===== src/rtl/ahb_decode_ctrl.sv =====
`default_nettype none
// ============================================================================
// Module   : ahb_decode_ctrl
// Purpose  : Address decoder and data-phase response controller for a
//            two-slave AHB-Lite subsystem.
//            - Decodes HADDR in the address phase to HSEL_1 and HSEL_2.
//            - Carries the slave choice into the data phase and drives the
//              response mux select.
//            - Contains the default slave, which answers unmapped accesses
//              with a two-cycle ERROR response.
//            - Merges the mux outputs into the final HRDATA, HRESP and
//              HREADY.
// Ports    : HCLK, HRESETn         clock and asynchronous active-low reset
//            HADDR, HTRANS         master address phase
//            HSEL_1, HSEL_2        combinational slave selects
//            MUX_SEL               data-phase response select (0=S1, 1=S2)
//            HRDATA_mux, HRESP_mux, HREADY_mux
//                                  response from the slave mux
//            HRDATA, HRESP, HREADY final bus response (HREADY fed back)
//            ERR_CLR, ERR_CNT      saturating default-slave error counter
// Revision : 1.0  initial release
// ============================================================================
module ahb_decode_ctrl #(
   parameter logic [31:0] S1_BASE     = 32'h0000_0000,
   parameter logic [31:0] S2_BASE     = 32'h0000_1000,
   parameter int          REGION_BITS = 12,
   parameter int          CNT_WIDTH   = 8,
   parameter int          DATAWIDTH   = 32
) (
   input  logic                 HCLK,
   input  logic                 HRESETn,
   input  logic [31:0]          HADDR,
   input  logic [1:0]           HTRANS,
   output logic                 HSEL_1,
   output logic                 HSEL_2,
   output logic                 MUX_SEL,
   input  logic [DATAWIDTH-1:0] HRDATA_mux,
   input  logic                 HRESP_mux,
   input  logic                 HREADY_mux,
   output logic [DATAWIDTH-1:0] HRDATA,
   output logic                 HRESP,
   output logic                 HREADY,
   input  logic                 ERR_CLR,
   output logic [CNT_WIDTH-1:0] ERR_CNT
);

   localparam logic HRESP_OKAY  = 1'b0;
   localparam logic HRESP_ERROR = 1'b1;

   // Owner of the current data phase.
   typedef enum logic [1:0] {
      DSEL_NONE = 2'd0,
      DSEL_S1   = 2'd1,
      DSEL_S2   = 2'd2,
      DSEL_DEF  = 2'd3
   } dsel_t;

   // Default-slave response sequencer.
   typedef enum logic [1:0] {
      D_IDLE = 2'd0,
      D_ERR1 = 2'd1,
      D_ERR2 = 2'd2
   } dstate_t;

   dsel_t                dsel_q,    dsel_d;
   dstate_t              state_q,   state_d;
   logic                 mux_sel_q, mux_sel_d;
   logic [CNT_WIDTH-1:0] err_cnt_q, err_cnt_d;

   logic hit1;
   logic hit2;
   logic xfer;        // NONSEQ or SEQ in the address phase
   logic go_err;      // unmapped transfer accepted this cycle

   // ------------------------------------------------------------------------
   // Address decode. Slave 1 wins if the two regions overlap, so at most one
   // select is ever high. HTRANS is deliberately not used here.
   // ------------------------------------------------------------------------
   always_comb begin
      hit1 = (HADDR[31:REGION_BITS] == S1_BASE[31:REGION_BITS]);
      hit2 = (HADDR[31:REGION_BITS] == S2_BASE[31:REGION_BITS]) && !hit1;
      xfer = HTRANS[1];
   end

   assign HSEL_1 = hit1;
   assign HSEL_2 = hit2;

   // ------------------------------------------------------------------------
   // Output merge from the data-phase owner.
   // ------------------------------------------------------------------------
   always_comb begin
      HRDATA = '0;
      HRESP  = HRESP_OKAY;
      HREADY = 1'b1;
      case (dsel_q)
         DSEL_S1, DSEL_S2: begin
            HRDATA = HRDATA_mux;
            HRESP  = HRESP_mux;
            HREADY = HREADY_mux;
         end
         DSEL_DEF: begin
            // D_IDLE cannot coexist with DSEL_DEF; it falls back to OKAY.
            case (state_q)
               D_ERR1: begin
                  HRESP  = HRESP_ERROR;
                  HREADY = 1'b0;
               end
               D_ERR2: begin
                  HRESP  = HRESP_ERROR;
                  HREADY = 1'b1;
               end
               default: ;
            endcase
         end
         default: ;
      endcase
   end

   // ------------------------------------------------------------------------
   // Next-state logic. Everything advances only when the bus is ready, so a
   // slave wait state freezes dsel, MUX_SEL and the default slave alike.
   // ------------------------------------------------------------------------
   always_comb begin
      dsel_d    = dsel_q;
      mux_sel_d = mux_sel_q;
      state_d   = state_q;
      err_cnt_d = err_cnt_q;

      go_err = HREADY && xfer && !hit1 && !hit2;

      if (HREADY) begin
         if (!xfer) begin
            dsel_d = DSEL_NONE;
         end else if (hit1) begin
            dsel_d = DSEL_S1;
         end else if (hit2) begin
            dsel_d = DSEL_S2;
         end else begin
            dsel_d = DSEL_DEF;
         end

         // MUX_SEL only changes for a real slave phase; NONE and DEF phases
         // never route through the mux, so the previous select is kept.
         if (xfer && (hit1 || hit2)) begin
            mux_sel_d = hit2;
         end
      end

      case (state_q)
         D_IDLE:  if (go_err) state_d = D_ERR1;
         D_ERR1:  state_d = D_ERR2;
         D_ERR2:  state_d = go_err ? D_ERR1 : D_IDLE;
         default: state_d = D_IDLE;
      endcase

      if (ERR_CLR) begin
         err_cnt_d = '0;
      end else if (go_err && (err_cnt_q != {CNT_WIDTH{1'b1}})) begin
         err_cnt_d = err_cnt_q + 1'b1;
      end
   end

   // ------------------------------------------------------------------------
   // State registers.
   // ------------------------------------------------------------------------
   always_ff @(posedge HCLK or negedge HRESETn) begin
      if (!HRESETn) begin
         dsel_q    <= DSEL_NONE;
         state_q   <= D_IDLE;
         mux_sel_q <= 1'b0;
         err_cnt_q <= '0;
      end else begin
         dsel_q    <= dsel_d;
         state_q   <= state_d;
         mux_sel_q <= mux_sel_d;
         err_cnt_q <= err_cnt_d;
      end
   end

   assign MUX_SEL = mux_sel_q;
   assign ERR_CNT = err_cnt_q;

endmodule
`default_nettype wire


===== config.mk =====
export PLATFORM = sky130hd
export DESIGN_NAME = ahb_decode_ctrl
export DESIGN_NICKNAME = d
export VERILOG_FILES = /design/src/rtl/ahb_decode_ctrl.sv
export SDC_FILE = /design/constraint.sdc
export NUM_CORES = 1
export LEC_CHECK = 0
export BUFFER_PORTS_ARGS = -buffer_cell sky130_fd_sc_hd__buf_4
export CAP_MARGIN = 10
export CORE_MARGIN = 5
export CORE_UTILIZATION = 35
export CTS_CLUSTER_SIZE = 8
export DETAILED_ROUTE_END_ITERATION = 12
export PLACE_DENSITY = 0.9
export SLEW_MARGIN = 15
export SYNTH_ARGS = -nofsm -noshare
export SYNTH_HDL_FRONTEND = slang
export SYNTH_SLANG_ARGS = --single-unit
export TNS_END_PERCENT = 30

===== constraint.sdc =====
create_clock -name HCLK -period 2.3 [get_ports HCLK]
set_input_delay 0.46 -clock HCLK [delete_from_list [all_inputs] [get_ports HCLK]]
set_output_delay 0.46 -clock HCLK [all_outputs]
set_load 0.03 [all_outputs]

==> flow_summary.json <==
{
  "status": "completed",
  "r2r_cells": 7,
  "cts.clk_slew.worst_paths_ns": 0.08,
  "core_um2": 3000,
  "totalWireLength_um": 3760,
  "synth_area_leaders": "dfrtp_1 (30%), and2_1 (19%), ha_1 (9.2%)",
  "busiest_layer": "met2",
  "rsz0062_at_grt": "no",
  "slew_violations": 0,
  "period_share": 0.957,
  "period_minus_slack_ns": 2.20,
  "cts_root_buffer": "clkbuf_4",
  "setup_tns_ns": 0,
  "drtPass1Iterations": 4,
  "insertedDiodeCount": 0,
  "grt_pass1_wl_um": 5630,
  "tightest_slew_ns": 0.316,
  "synthCells": 130,
  "via_per_inst": 4.88,
  "numCtsBuffers": 3,
  "clk_latency_ns": 0.27,
  "clock_path_buffers": 2,
  "synth_top_cell_by_area": "dfrtp_1",
  "cts_hold_buf": 0,
  "hpwl_um": 3210,
  "die_h_um": 65.7,
  "grt_util_met3": 0.0256,
  "ant_nets": 0,
  "yosysWarnings": 0,
  "min_path_type": "in -> async",
  "worstSetupStartpoint": "HADDR[29]",
  "met1_usage": 0.199,
  "finalHoldViolCount": 0,
  "postCtsSetupRepairBufs": 0,
  "drt-initial-drc-count": 24,
  "grt_antenna_before_repair": 0,
  "worstSetupPathType": "in -> out",
  "start_util": 0.362,
  "final_cells": 267,
  "grt_max_degree": 34,
  "fmax_ghz": 0.454,
  "fin_skew_ns": 0.00305,
  "r2r_end": "ERR_CNT[0]",
  "tritoncts": "built",
  "relSlewSlack": 0.786,
  "gp_congestion": 0.794,
  "die_w_um": 65.7,
  "synth_fp_nets": 209,
  "placed_cells": 263,
  "leakage_uw": 0.000992,
  "ys_seq_elements": 13,
  "nets": 314,
  "grt_remaining_overflow": 0,
  "ff2ff_setup_slack_ns": 0.35,
  "yosysSeqAreaShare": 0.300,
  "cp-start-kind": "input port",
  "clock_sinks": 13,
  "rows": 20,
  "avgSynthCellArea_um2": 8.35,
  "area_delta_synth_final_pct": 77.8,
  "crit_path_end": "HSEL_1",
  "layout-drive-gt1-share": 0.504,
  "die_area_um2": 4320,
  "htree_levels": 1,
  "worstPathRequired_ns": 1.84,
  "whs_ns": 0.0167,
  "grtUsageMet2": 0.292,
  "synth_top_area_frac": 0.300,
  "p_per_area_nw_per_um2": 1280,
  "ys_types": 34,
  "cap_violations": 0,
  "crit_fanout": 4,
  "endpoint_kind": "output pin",
  "finalSetupViolCount": 0,
  "drc": 0,
  "grt_pass1_vias": 1292,
  "crit_arrival_ns": 1.74,
  "grt_usage": 0.163,
  "vias": 1303,
  "routedWlPerCell_um": 14.1,
  "port_buffers": 102,
  "netlist_area_um2": 1090,
  "post_cts_resized": 0,
  "vdd.ir_drop.worst_mv": 1.12,
  "ioPinCount": 116,
  "r2r_start": "state_q[1]"
}
-- routing by layer --
metal	part of all wire	up-vias	routed length, um
li1	-	659	-
met1	0.38	606	1420
met2	0.57	34	2130
met4	0.0069	0	26
met3	0.049	4	185
met5	0	-	0
-- registers in the layout, indices dropped and copies added, names as in the netlist --
name     flops
ERR_CNT      8
MUX_SEL      1
dsel_q       2
state_q      2
-- stage by stage --
step / total power, uW / cell area (um2) / util / worst slack, ns
3_5_place_dp: 2360 / 1890 / 0.630 / 0.0753
6_report: 2480 / 1930 / 0.643 / 0.0990
5_1_grt: 2620 / 1930 / 0.643 / 0.0155
3_3_place_gp: 2330 / 1890 / 0.630 / 0.106
2_1_floorplan: 1630 / 1090 / - / 0.112
4_1_cts: 2510 / 1920 / 0.639 / 0.0703
-- kinds of logic after synthesis --
kind of cell               share of synthesized area
muxes                                         0.0334
and+or+nand+nor                                0.357
buffers and inverters                         0.0553
AOI/OAI and AO/OA                              0.162
DFF                                            0.300
adders and majority gates                     0.0922
-- Yosys cell counts --
library cell and n:
nand4b_1 1, o2111ai_1 1, a21oi_2 1, o31a_1 1, o31ai_4 1, and2_1 33
or3_4 1, a21boi_2 1, nand3_1 3, and3_1 2, nor4_1 5, a311oi_1 1
o31ai_1 1, mux2_4 1, mux2i_1 1, o211ai_1 1, a41oi_1 2, clkbuf_1 5
mux2_2 1, buf_6 1, nand2b_1 1, inv_1 8, a22oi_1 1, or3_1 4
dfrtp_1 13, nor2_1 5, ha_1 8, o21ai_0 6, nand2_1 11, o22ai_1 2
nor2b_1 1, a31oi_1 1, a21oi_1 4, nor3_1 1
-- report_power, final --
group | total, uW | leakage (uW) | switching [uW] | internal [uW]
Sequential | 315 | 0.000175 | 41.2 | 273
Clock | 138 | 0.0000150 | 71.4 | 67.0
Combinational | 2030 | 0.000802 | 1230 | 793
Total | 2480 | 0.000992 | 1350 | 1130
-- how the worst min path moves through the flow --
stage                 start         end  slack [ns]  cells after the start
global placement    HRESETn  ERR_CNT[0]        0.31                      1
floorplan           HRESETn  ERR_CNT[0]        0.16                      0
finish              HRESETn  ERR_CNT[0]        0.02                      1
CTS                 HRESETn  ERR_CNT[0]        0.02                      1
global route        HRESETn  ERR_CNT[3]        0.02                      1
detailed placement  HRESETn  ERR_CNT[0]        0.31                      1
-- final cells by class --
| cell class | count | area, um2 |
|---|---|---|
| Clock buffer | 4 | 26.3 |
| Tap cell | 33 | 41.3 |
| Multi-Input combinational cell | 103 | 712 |
| Timing Repair Buffer | 106 | 796 |
| Fill cell | 239 | 1070 |
| Inverter | 8 | 30.0 |
| Sequential cell | 13 | 325 |
-- worst max-delay path, cell delays in order --
cell and delay [ns]:
buf_4 0.11, or3_4 0.40, or3_1 0.45, nor2_2 0.14
buf_4 0.18
-- cell usage in the layout, fill, tap and decap left out, types with 2 or more instances in the layout --
master	instances
buf_4	106
and2_1	33
dfrtp_1	13
nand2_1	11
inv_1	8
ha_1	8
o21ai_0	6
nor4_1	4
or3_1	4
a21oi_1	4
nor2_1	3
nand3_1	3
clkbuf_4	3
nor2_2	2
and3_1	2
a41oi_1	2
o22ai_1	2
Power figures use the tool's default switching activity.
